$ cat src/rtl/host_uart_pkg.sv
// Shared constants, FSM state types and helpers for the host-side UART link.
package host_uart_pkg;

    localparam int unsigned OVERSAMPLE = 16;
    localparam int unsigned DATA_BITS  = 8;
    localparam int unsigned MID_SAMPLE = 7;

    typedef enum logic [1:0] {
        TX_IDLE,
        TX_START,
        TX_DATA,
        TX_STOP
    } tx_state_t;

    typedef enum logic [2:0] {
        RX_IDLE,
        RX_START,
        RX_DATA,
        RX_STOP,
        RX_BREAK
    } rx_state_t;

    function automatic logic majority3(input logic a, input logic b, input logic c);
        return (a & b) | (a & c) | (b & c);
    endfunction

endpackage

$ cat src/rtl/host_uart_link_if.sv
// Host-facing byte-stream bundle of host_uart_link: TX valid/ready, RX valid/ready, RX status.
interface host_uart_link_if
    import host_uart_pkg::*;
#(
    parameter int unsigned RX_FIFO_DEPTH = 16
);
    localparam int unsigned LEVEL_W = $clog2(RX_FIFO_DEPTH) + 1;

    logic [DATA_BITS-1:0] tx_data_i;
    logic                 tx_valid_i;
    logic                 tx_ready_o;
    logic [DATA_BITS-1:0] rx_data_o;
    logic                 rx_valid_o;
    logic                 rx_ready_i;
    logic [LEVEL_W-1:0]   rx_level_o;
    logic                 rx_frame_err_o;
    logic                 rx_overrun_o;

    modport master (
        output tx_data_i, tx_valid_i, rx_ready_i,
        input  tx_ready_o, rx_data_o, rx_valid_o, rx_level_o, rx_frame_err_o, rx_overrun_o
    );

    modport slave (
        input  tx_data_i, tx_valid_i, rx_ready_i,
        output tx_ready_o, rx_data_o, rx_valid_o, rx_level_o, rx_frame_err_o, rx_overrun_o
    );

endinterface

$ cat src/rtl/host_uart_fifo.sv
// Synchronous FIFO for received bytes; a push into a full FIFO is accepted only alongside a pop.
module host_uart_fifo
    import host_uart_pkg::*;
#(
    parameter int unsigned DEPTH = 16,
    parameter int unsigned WIDTH = DATA_BITS
) (
    input  logic                   clk,
    input  logic                   rst_n,
    input  logic                   push,
    input  logic [WIDTH-1:0]       push_data,
    input  logic                   pop,
    output logic [WIDTH-1:0]       head,
    output logic                   full,
    output logic                   empty,
    output logic [$clog2(DEPTH):0] level
);
    localparam int unsigned AW = $clog2(DEPTH);
    localparam logic [AW:0] FULL_LEVEL = (AW + 1)'(DEPTH);

    logic [WIDTH-1:0] mem [DEPTH];
    logic [AW-1:0]    wr_ptr;
    logic [AW-1:0]    rd_ptr;
    logic             do_push;
    logic             do_pop;

    assign full    = (level == FULL_LEVEL);
    assign empty   = (level == '0);
    assign do_pop  = pop & ~empty;
    assign do_push = push & (~full | do_pop);
    assign head    = mem[rd_ptr];

    always_ff @(posedge clk) begin
        if (!rst_n) begin
            wr_ptr <= '0;
            rd_ptr <= '0;
            level  <= '0;
        end else begin
            if (do_push) wr_ptr <= wr_ptr + 1'b1;
            if (do_pop)  rd_ptr <= rd_ptr + 1'b1;
            case ({do_push, do_pop})
                2'b10:   level <= level + 1'b1;
                2'b01:   level <= level - 1'b1;
                default: level <= level;
            endcase
        end
    end

    always_ff @(posedge clk) begin
        if (do_push) mem[wr_ptr] <= push_data;
    end

endmodule

$ cat src/rtl/host_uart_link.sv
// Host-side 8N1 UART endpoint: byte-stream TX serialiser and 16x oversampled RX into a FIFO.
// Optional HOST_UART_RX_FILTER_EN: every RX decision is a 3-tick majority vote.
module host_uart_link
    import host_uart_pkg::*;
#(
    parameter int unsigned BAUD_DIV      = 4,
    parameter int unsigned RX_FIFO_DEPTH = 16
) (
    input  logic           clk_i,
    input  logic           rst_n_i,
    host_uart_link_if.slave host,
    input  logic           rx_i,
    output logic           tx_o
);
    localparam int unsigned BIT_CLKS = OVERSAMPLE * BAUD_DIV;
    localparam int unsigned BW       = $clog2(BIT_CLKS);
    localparam logic [BW-1:0] BIT_LAST = BW'(BIT_CLKS - 1);
    localparam int unsigned TW       = (BAUD_DIV > 1) ? $clog2(BAUD_DIV) : 1;
    localparam logic [TW-1:0] TICK_LAST = TW'(BAUD_DIV - 1);

    // ---------------- transmitter ----------------
    tx_state_t            tx_state, tx_state_next;
    logic [BW-1:0]        tx_div, tx_div_next;
    logic [2:0]           tx_bit, tx_bit_next;
    logic [DATA_BITS-1:0] tx_shift, tx_shift_next;
    logic                 tx_line, tx_line_next;

    always_ff @(posedge clk_i) begin
        if (!rst_n_i) begin
            tx_state <= TX_IDLE;
            tx_div   <= '0;
            tx_bit   <= '0;
            tx_shift <= '0;
            tx_line  <= 1'b1;
        end else begin
            tx_state <= tx_state_next;
            tx_div   <= tx_div_next;
            tx_bit   <= tx_bit_next;
            tx_shift <= tx_shift_next;
            tx_line  <= tx_line_next;
        end
    end

    // The serial line is registered from the next state so it changes together with the state.
    always_comb begin
        tx_state_next = tx_state;
        tx_div_next   = tx_div;
        tx_bit_next   = tx_bit;
        tx_shift_next = tx_shift;
        tx_line_next  = tx_line;
        case (tx_state)
            TX_IDLE: begin
                tx_line_next = 1'b1;
                if (host.tx_valid_i) begin
                    tx_state_next = TX_START;
                    tx_div_next   = '0;
                    tx_shift_next = host.tx_data_i;
                    tx_line_next  = 1'b0;
                end
            end
            TX_START: begin
                if (tx_div == BIT_LAST) begin
                    tx_state_next = TX_DATA;
                    tx_div_next   = '0;
                    tx_bit_next   = '0;
                    tx_line_next  = tx_shift[0];
                end else begin
                    tx_div_next = tx_div + 1'b1;
                end
            end
            TX_DATA: begin
                if (tx_div == BIT_LAST) begin
                    tx_div_next = '0;
                    if (tx_bit == 3'd7) begin
                        tx_state_next = TX_STOP;
                        tx_line_next  = 1'b1;
                    end else begin
                        tx_bit_next   = tx_bit + 1'b1;
                        tx_shift_next = tx_shift >> 1;
                        tx_line_next  = tx_shift[1];
                    end
                end else begin
                    tx_div_next = tx_div + 1'b1;
                end
            end
            TX_STOP: begin
                if (tx_div == BIT_LAST) begin
                    tx_state_next = TX_IDLE;
                    tx_div_next   = '0;
                    tx_line_next  = 1'b1;
                end else begin
                    tx_div_next = tx_div + 1'b1;
                end
            end
            default: begin
                tx_state_next = TX_IDLE;
                tx_line_next  = 1'b1;
            end
        endcase
    end

    assign tx_o            = tx_line;
    assign host.tx_ready_o = (tx_state == TX_IDLE);

    // ---------------- receiver front end ----------------
    logic [1:0]    rx_sync;
    logic          rx_line;
    logic [TW-1:0] tick_div;
    logic          tick;
    logic          rx_bit;
    logic          sample_now;
    logic [3:0]    rx_cnt, rx_cnt_next;

    assign rx_line = rx_sync[1];
    assign tick    = (tick_div == TICK_LAST);

    always_ff @(posedge clk_i) begin
        if (!rst_n_i) begin
            rx_sync  <= 2'b11;
            tick_div <= '0;
        end else begin
            rx_sync  <= {rx_sync[0], rx_i};
            tick_div <= tick ? '0 : tick_div + 1'b1;
        end
    end

`ifdef HOST_UART_RX_FILTER_EN
    // Decide one tick later so ticks MID_SAMPLE-1, MID_SAMPLE and MID_SAMPLE+1 are all available.
    localparam logic [3:0] DECIDE_CNT = 4'(MID_SAMPLE + 1);
    logic [1:0] rx_hist;

    always_ff @(posedge clk_i) begin
        if (!rst_n_i) begin
            rx_hist <= 2'b11;
        end else if (tick) begin
            rx_hist <= {rx_hist[0], rx_line};
        end
    end

    assign rx_bit = majority3(rx_hist[1], rx_hist[0], rx_line);
`else
    localparam logic [3:0] DECIDE_CNT = 4'(MID_SAMPLE);
    assign rx_bit = rx_line;
`endif

    assign sample_now = tick & (rx_cnt == DECIDE_CNT);

    // ---------------- receiver FSM ----------------
    rx_state_t            rx_state, rx_state_next;
    logic [2:0]           rx_bitn, rx_bitn_next;
    logic [DATA_BITS-1:0] rx_shift, rx_shift_next;
    logic                 rx_push;
    logic                 frame_err_next;
    logic                 frame_err;
    logic                 overrun;
    logic                 fifo_full;
    logic                 fifo_empty;

    always_ff @(posedge clk_i) begin
        if (!rst_n_i) begin
            rx_state  <= RX_IDLE;
            rx_cnt    <= '0;
            rx_bitn   <= '0;
            rx_shift  <= '0;
            frame_err <= 1'b0;
            overrun   <= 1'b0;
        end else begin
            rx_state  <= rx_state_next;
            rx_cnt    <= rx_cnt_next;
            rx_bitn   <= rx_bitn_next;
            rx_shift  <= rx_shift_next;
            frame_err <= frame_err_next;
            overrun   <= rx_push & fifo_full & ~host.rx_ready_i;
        end
    end

    // The tick counter runs modulo 16 across the whole frame, so each mid-bit is 16 ticks apart.
    always_comb begin
        rx_state_next  = rx_state;
        rx_cnt_next    = tick ? rx_cnt + 1'b1 : rx_cnt;
        rx_bitn_next   = rx_bitn;
        rx_shift_next  = rx_shift;
        rx_push        = 1'b0;
        frame_err_next = 1'b0;
        case (rx_state)
            RX_IDLE: begin
                rx_cnt_next = '0;
                if (tick && !rx_line) rx_state_next = RX_START;
            end
            RX_START: begin
                if (sample_now) begin
                    if (!rx_bit) begin
                        rx_state_next = RX_DATA;
                        rx_bitn_next  = '0;
                    end else begin
                        rx_state_next = RX_IDLE;
                    end
                end
            end
            RX_DATA: begin
                if (sample_now) begin
                    rx_shift_next = {rx_bit, rx_shift[DATA_BITS-1:1]};
                    if (rx_bitn == 3'd7) rx_state_next = RX_STOP;
                    else                 rx_bitn_next  = rx_bitn + 1'b1;
                end
            end
            RX_STOP: begin
                if (sample_now) begin
                    if (rx_bit) begin
                        rx_push       = 1'b1;
                        rx_state_next = RX_IDLE;
                    end else begin
                        frame_err_next = 1'b1;
                        rx_state_next  = RX_BREAK;
                    end
                end
            end
            RX_BREAK: begin
                if (rx_line) rx_state_next = RX_IDLE;
            end
            default: rx_state_next = RX_IDLE;
        endcase
    end

    host_uart_fifo #(
        .DEPTH (RX_FIFO_DEPTH),
        .WIDTH (DATA_BITS)
    ) u_rx_fifo (
        .clk       (clk_i),
        .rst_n     (rst_n_i),
        .push      (rx_push),
        .push_data (rx_shift),
        .pop       (host.rx_ready_i),
        .head      (host.rx_data_o),
        .full      (fifo_full),
        .empty     (fifo_empty),
        .level     (host.rx_level_o)
    );

    assign host.rx_valid_o     = ~fifo_empty;
    assign host.rx_frame_err_o = frame_err;
    assign host.rx_overrun_o   = overrun;

endmodule

$ cat src/flat_wrapper.sv
// flat-port wrapper written by rule: the top's interface ports become plain ports
module host_uart_link_flat import host_uart_pkg::*;
#(
    parameter int unsigned BAUD_DIV      = 4,
    parameter int unsigned RX_FIFO_DEPTH = 16
)
  (clk_i, rst_n_i, rx_i, tx_o, host_tx_data_i, host_tx_valid_i, host_rx_ready_i, host_tx_ready_o, host_rx_data_o, host_rx_valid_o, host_rx_level_o, host_rx_frame_err_o, host_rx_overrun_o);
  host_uart_link_if #(.RX_FIFO_DEPTH(RX_FIFO_DEPTH)) host_i ();
  input  logic clk_i;
  input  logic rst_n_i;
  input  logic rx_i;
  output logic tx_o;
  input wire logic [$bits(host_i.tx_data_i)-1:0] host_tx_data_i;
  input wire logic [$bits(host_i.tx_valid_i)-1:0] host_tx_valid_i;
  input wire logic [$bits(host_i.rx_ready_i)-1:0] host_rx_ready_i;
  output wire logic [$bits(host_i.tx_ready_o)-1:0] host_tx_ready_o;
  output wire logic [$bits(host_i.rx_data_o)-1:0] host_rx_data_o;
  output wire logic [$bits(host_i.rx_valid_o)-1:0] host_rx_valid_o;
  output wire logic [$bits(host_i.rx_level_o)-1:0] host_rx_level_o;
  output wire logic [$bits(host_i.rx_frame_err_o)-1:0] host_rx_frame_err_o;
  output wire logic [$bits(host_i.rx_overrun_o)-1:0] host_rx_overrun_o;
  assign host_i.tx_data_i = host_tx_data_i;
  assign host_i.tx_valid_i = host_tx_valid_i;
  assign host_i.rx_ready_i = host_rx_ready_i;
  assign host_tx_ready_o = host_i.tx_ready_o;
  assign host_rx_data_o = host_i.rx_data_o;
  assign host_rx_valid_o = host_i.rx_valid_o;
  assign host_rx_level_o = host_i.rx_level_o;
  assign host_rx_frame_err_o = host_i.rx_frame_err_o;
  assign host_rx_overrun_o = host_i.rx_overrun_o;
  host_uart_link #(.BAUD_DIV(BAUD_DIV), .RX_FIFO_DEPTH(RX_FIFO_DEPTH)) u_core (.clk_i(clk_i), .rst_n_i(rst_n_i), .host(host_i), .rx_i(rx_i), .tx_o(tx_o));
endmodule
$ cat config.mk
export PLATFORM = sky130hd
export DESIGN_NAME = host_uart_link_flat
export DESIGN_NICKNAME = d
export VERILOG_FILES = /design/src/rtl/host_uart_pkg.sv /design/src/rtl/host_uart_link_if.sv /design/src/rtl/host_uart_fifo.sv /design/src/rtl/host_uart_link.sv /design/src/flat_wrapper.sv
export SDC_FILE = /design/constraint.sdc
export NUM_CORES = 1
export LEC_CHECK = 0
export CAP_MARGIN = 20
export CORE_MARGIN = 10
export CORE_UTILIZATION = 60
export CTS_BUF_LIST = sky130_fd_sc_hd__clkbuf_8
export DETAILED_ROUTE_END_ITERATION = 16
export GPL_TIMING_DRIVEN = 1
export PLACE_DENSITY = 0.85
export SLEW_MARGIN = 20
export SYNTH_ARGS = -nofsm -noshare
export SYNTH_HDL_FRONTEND = slang
export SYNTH_SLANG_ARGS = --single-unit
$ cat constraint.sdc
create_clock -name clk_i -period 3.3 [get_ports clk_i]
set_clock_uncertainty 0.1 [all_clocks]
set_input_delay 0.495 -clock clk_i [delete_from_list [all_inputs] [get_ports clk_i]]
set_output_delay 0.495 -clock clk_i [all_outputs]
set_load 0.03 [all_outputs]
=== Word level (Yosys, flattened, before mapping) ===
Memory sizes are Yosys's and may differ from the RTL's. A register that Yosys moved wholly into a read port is not among the register bits.
Index checks and enable logic that the tools add are counted.

* Bits in registers: 57
* Memories: 1
* Word-level logic and storage cells: 131
* Memory bits (writable): 128
* Input bits: 13

* Bitwise operators: 10
* Equal/unequal tests: 29
* $add $sub $neg: 9
* Multiplexer cells: 46
* Reduce and logical (&&, ||, !) cells: 20

{| class="wikitable"
|+ Memories
! memory !! depth !! bits a word !! rd ports !! clocked after memory_dff !! write ports !! line !! RTL
|-
| u_core.u_rx_fifo.mem || 16 || 8 || 1 || 1 || 1 || host_uart_fifo.sv:21 || <nowiki>logic [WIDTH-1:0] mem [DEPTH];</nowiki>
|}

{| class="wikitable"
|+ Operators by type and width
! operator !! count
|-
| $mux 3 || 14
|-
| $mux 8 || 3
|-
| $ne 2x1->1 const B || 10
|-
| $pmux 8 s2 || 1
|-
| $pmux 3 s5 || 1
|-
| $add 4x1->4 const B || 3
|-
| $mux 2 || 6
|-
| $mux 6 || 2
|-
| $pmux 3 s2 || 2
|-
| $pmux 6 s2 || 1
|-
| $mux 1 || 11
|-
| $pmux 5 s2 || 1
|-
| $reduce_and 5->1 || 2
|-
| $eq 3x3->1 const B || 3
|-
| $eq 2x2->1 const B || 4
|-
| $mux 4 || 2
|-
| $ne 2x2->1 const B || 4
|-
| $pmux 2 s4 || 1
|-
| $reduce_and 4->1 || 2
|-
| $reduce_bool 2->1 || 4
|-
| $add 3x1->3 const B || 2
|-
| $add 6x1->6 const B || 1
|-
| $eq 3x2->1 const B || 2
|-
| $eq 6x6->1 const B || 1
|-
| 21 further kinds || 31
|}

=== Longest topological paths before layout ===
* Depth in word-level cells: 7
* Mapped depth: 11
* Mapped depth without buffers: 10

=== Hierarchy ===
Synthesis repeated with hierarchy kept, for this count alone.

* Cells, all modules: 556
* Area total of the unflattened synthesis: 7,960.1 µm²

{| class="wikitable"
|+ Modules (own cells, without submodules)
! module !! times used !! area each (µm²) !! sequential area each (µm²) !! cells each
|-
| host_uart_fifo || 1 || 5,895.7 || 4,184.0 || 323
|-
| host_uart_link || 1 || 2,064.5 || 880.8 || 233
|}

=== Worst setup path before layout ===
OpenSTA, ideal clock, no wires.

* Path kind: reg-to-reg
* From: reg u_core.u_rx_fifo.level[1]
* To: reg u_core.u_rx_fifo.level[4]
* Data arrival time: 2,553 ps
* Setup slack: 525 ps
* Setup time: 122 ps
* Period minus slack after synthesis: 2,775 ps
* Cell stages (with the launch flop): 11
* Cell sequence: dfxtp_1 -> buf_6 -> or4_4 -> o21ai_4 -> nor2_1 -> xor2_1 -> ha_1 -> or3_2 -> a21oi_1 -> o22ai_1 -> mux2i_1

* Longest elaborated chain between the ends: 7

{| class="wikitable"
|+ Ends and longest elaborated chain
! item !! line !! RTL
|-
| start, declared || host_uart_fifo.sv:16 || <nowiki>output logic [$clog2(DEPTH):0] level</nowiki>
|-
| start signal, assigned || host_uart_fifo.sv:42 || <nowiki>2'b10: level <= level + 1'b1;</nowiki>
|-
| start signal, assigned || host_uart_fifo.sv:43 || <nowiki>2'b01: level <= level - 1'b1;</nowiki>
|-
| start signal, assigned || host_uart_fifo.sv:44 || <nowiki>default: level <= level;</nowiki>
|-
| $logic_not 5->1 || host_uart_fifo.sv:28 || <nowiki>assign empty = (level == '0);</nowiki>
|-
| $not 1->1 || host_uart_fifo.sv:29 || <nowiki>assign do_pop = pop & ~empty;</nowiki>
|-
| $and 1x1->1 || host_uart_fifo.sv:29 ||
|-
| $or 1x1->1 || host_uart_fifo.sv:30 || <nowiki>assign do_push = push & (~full | do_pop);</nowiki>
|-
| $and 1x1->1 || host_uart_fifo.sv:30 ||
|-
| $eq 2x1->1 / $eq 2x2->1 (equally long branches) || host_uart_fifo.sv:41 || <nowiki>case ({do_push, do_pop})</nowiki>
|-
| $pmux 5 s2 / $reduce_bool 2->1 (equally long branches) || n/a ||
|}

Several ways; a longest one is shown, not always the timed one.
A chain may end at the register's enable or synchronous reset.

==> flow_summary.ini <==
[finish]
layout_commonest_cell = edfxtp_1
postLayoutCellArea_sq_um = 8830
drive_gt1_share_pct = 19.3
nets = 603
antenna_cells = 0
final_cell_mix = edfxtp_1, dfxtp_1, nor2_1
areaGrowthSynthToFinish_pct = 12.0

[pwr]
ir_worst_vdd_mv = 0.475
p_per_area_nw_per_um2 = 642
leakagePower_nw = 3.05

[cts]
root_buffer = clkbuf_8
path_clk_slew_ps = 90
tritoncts = done
cts_buffer_depth = 2
cts_buffers = 17
cts_num_sinks = 189
post-cts-setup-buffers = 0
insertion_delay_ps = 460
cts_max_level = 4

[floorplanning]
io_pins = 31
dieWidth_um = 135
row_count = 41
core-area_sq_um = 12700
die_h_um = 135
die_area_sq_um = 18100
start_util_pct = 61.9

[sta]
worst_slew_pin_slew_ps = 970
final-hold-violation-count = 0
setup_viol = 0
period_share_pct = 95.9
max_freq_mhz = 316
slew_violations = 0
finalSetupTns_ps = 0
finalCriticalPeriod_ps = 3170
max-slew-margin-rel_pct = 35.1
rsz0062_at_grt = no

[place]
numPortBuffers = 30
place_area_sq_um = 8450
place.gp.congestion = 0.801
dp_hpwl_um = 10500

[worst_setup_path]
cp_cell_sequence = buf_12 -> mux4_2 -> mux4_2 -> dlygate4sd2_1
crit_family = multiplexers
critPathSlowestCell = mux4_2
max_stage_delay_ps = 540
crit_fanout = 21
path_class = reg2out
cp.buffers_inverters = 2
cp_common_cell = mux4_2
crit_path_end_kind = primary output
cp.required_ps = 2700
worstPathArrival_ps = 2570
timing.critical_path.from_type = flip-flop

[grt]
grt_antenna_before_repair = 0
grt_use_total_pct = 18.0
grt_remaining_overflow = 0
grt_max_degree = 46
grt_pass1_wl_um = 24900
grt_pass1_vias = 4682

[detailed_routing]
drt_iter0_drc = 330
avgRoutedWirePerCell_um = 20.5
drtPass1Iterations = 5
drc = 0
wl_um = 15500
antenna_left = 0
via_count = 4471
vias_per_cell = 5.91

[logic_synthesis]
synth-edff-count = 128
synthArstFlopShare_pct = 0
synth_seq_cells = 189
syn_area_sq_um = 7880
netlist_top_cells_area = edfxtp_1, dfxtp_1, mux4_2, ha_1, nor2_1
seq_area_frac_synth_pct = 64.3
dominantRegCellSynth = edfxtp_1
netlist_instances = 526
yosys.area.top_type = edfxtp_1
synthDistinctLibCells = 59
yosys_warnings = 0
synth_top_area_share_pct = 48.8
synth_nets = 558
synth.avg_cell_area_sq_um = 15.0

[job]
max_cap_viol_count = 0

[outcome]
status = completed

[hold_path]
hold_path.class = reg2reg
worst reg2reg max path, stage by stage (launching register included):
cell and delay (ps):
dfxtp_1 350, ha_1 360, nand4b_2 280, nor2_1 330, nor2_1 130, xor2_1 160
ha_1 230, or3_2 420, a21oi_1 150, o22ai_1 110, mux2i_1 120
area by class of cell:
type | instances | area [sq um]
clock buffer | 17 | 234
clock inverter | 15 | 149
fill | 867 | 3900
inverter | 11 | 41.3
multi-input combinational | 300 | 2640
sequential | 189 | 5070
tap | 172 | 215
timing repair buffer | 52 | 480
power breakdown:
group | total, W | internal [W] | switching, W
clock | 0.00144 | 0.000669 | 0.000772
combinational | 0.00151 | 0.000750 | 0.000760
sequential | 0.00272 | 0.00260 | 0.000120
total | 0.00567 | 0.00401 | 0.00165
flip-flops by register name, indices dropped and copies added (netlist names), 4 cells and up, named ones only:
signal                   flops
u_core.tx_div                6
u_core.u_rx_fifo.mem       128
u_core.tx_shift              8
u_core.u_rx_fifo.rd_ptr      4
u_core.u_rx_fifo.wr_ptr      4
u_core.rx_cnt                4
u_core.rx_shift              8
u_core.u_rx_fifo.level       5
through the flow:
stage               total power (W)  utilization (%)  setup slack, ps  hold slack, ps  std cells
CTS                         0.00572             69.4             77.4             332        756
finish                      0.00567             69.4              135             328        756
floorplan                   0.00392                -              525             286        526
detailed placement          0.00431             66.4              339             300        724
global placement            0.00423             66.4              415             289        724
global route                0.00596             69.4             11.0             364        756
synthesized netlist by cell type (all sizes together), types with 3 or more instances:
cell    number
edfxtp     128
dfxtp       61
nor2        45
mux4        40
a21oi       28
nand2       24
ha          19
buf         16
nand3       15
nor3        15
mux2i       14
inv         11
nand2b      10
o21ai       10
clkbuf       9
and2         7
mux2         7
nor4         7
xor2         6
nor3b        5
xnor2        5
and3         4
o31ai        4
nand4        3
nor2b        3
o22ai        3
or3          3
cells by family (layout without fill, tap and decap cells):
family	after synthesis	in the layout	share of synthesized area, %
flip-flops	189	189	64.3
AND/OR/NAND/NOR	147	147	9.89
multiplexers	61	61	14.3
adder cells (fa/ha/maj)	19	19	3.02
AO/OA/AOI/OAI	62	62	5.11
XOR/XNOR	11	11	1.22
buffers and inverters	37	95	2.21
final timing paths:
kind / cells after the start / startpoint / slack, ps / to
min: 1 / u_core.rx_sync[0] / 330 / u_core.rx_sync[1]
max reg2reg: 10 / u_core.tick_div[0] / 460 / u_core.u_rx_fifo.level[4]
max: 4 / flip-flop / 130 / host_rx_data_o[0]
min reg2reg: 1 / u_core.rx_sync[0] / 330 / u_core.rx_sync[1]
routing by layer:
| metal | up-vias | global-route usage (%) | share of wire, % |
|---|---|---|---|
| li1 | 2107 | - | - |
| met1 | 2206 | 20.0 | 39 |
| met2 | 122 | 31.3 | 53 |
| met3 | 36 | 5.19 | 5.2 |
| met4 | 0 | 8.04 | 2.9 |
| met5 | - | 0 | 0 |
what timing repair did:
action,4_1_cts,5_1_grt
gates resized for setup,8,0
hold buffers,0,0
setup endpoints to repair,8,0
endpoints found under the hold margin,0,0
Note: power is estimated with default switching activity, not from simulation.
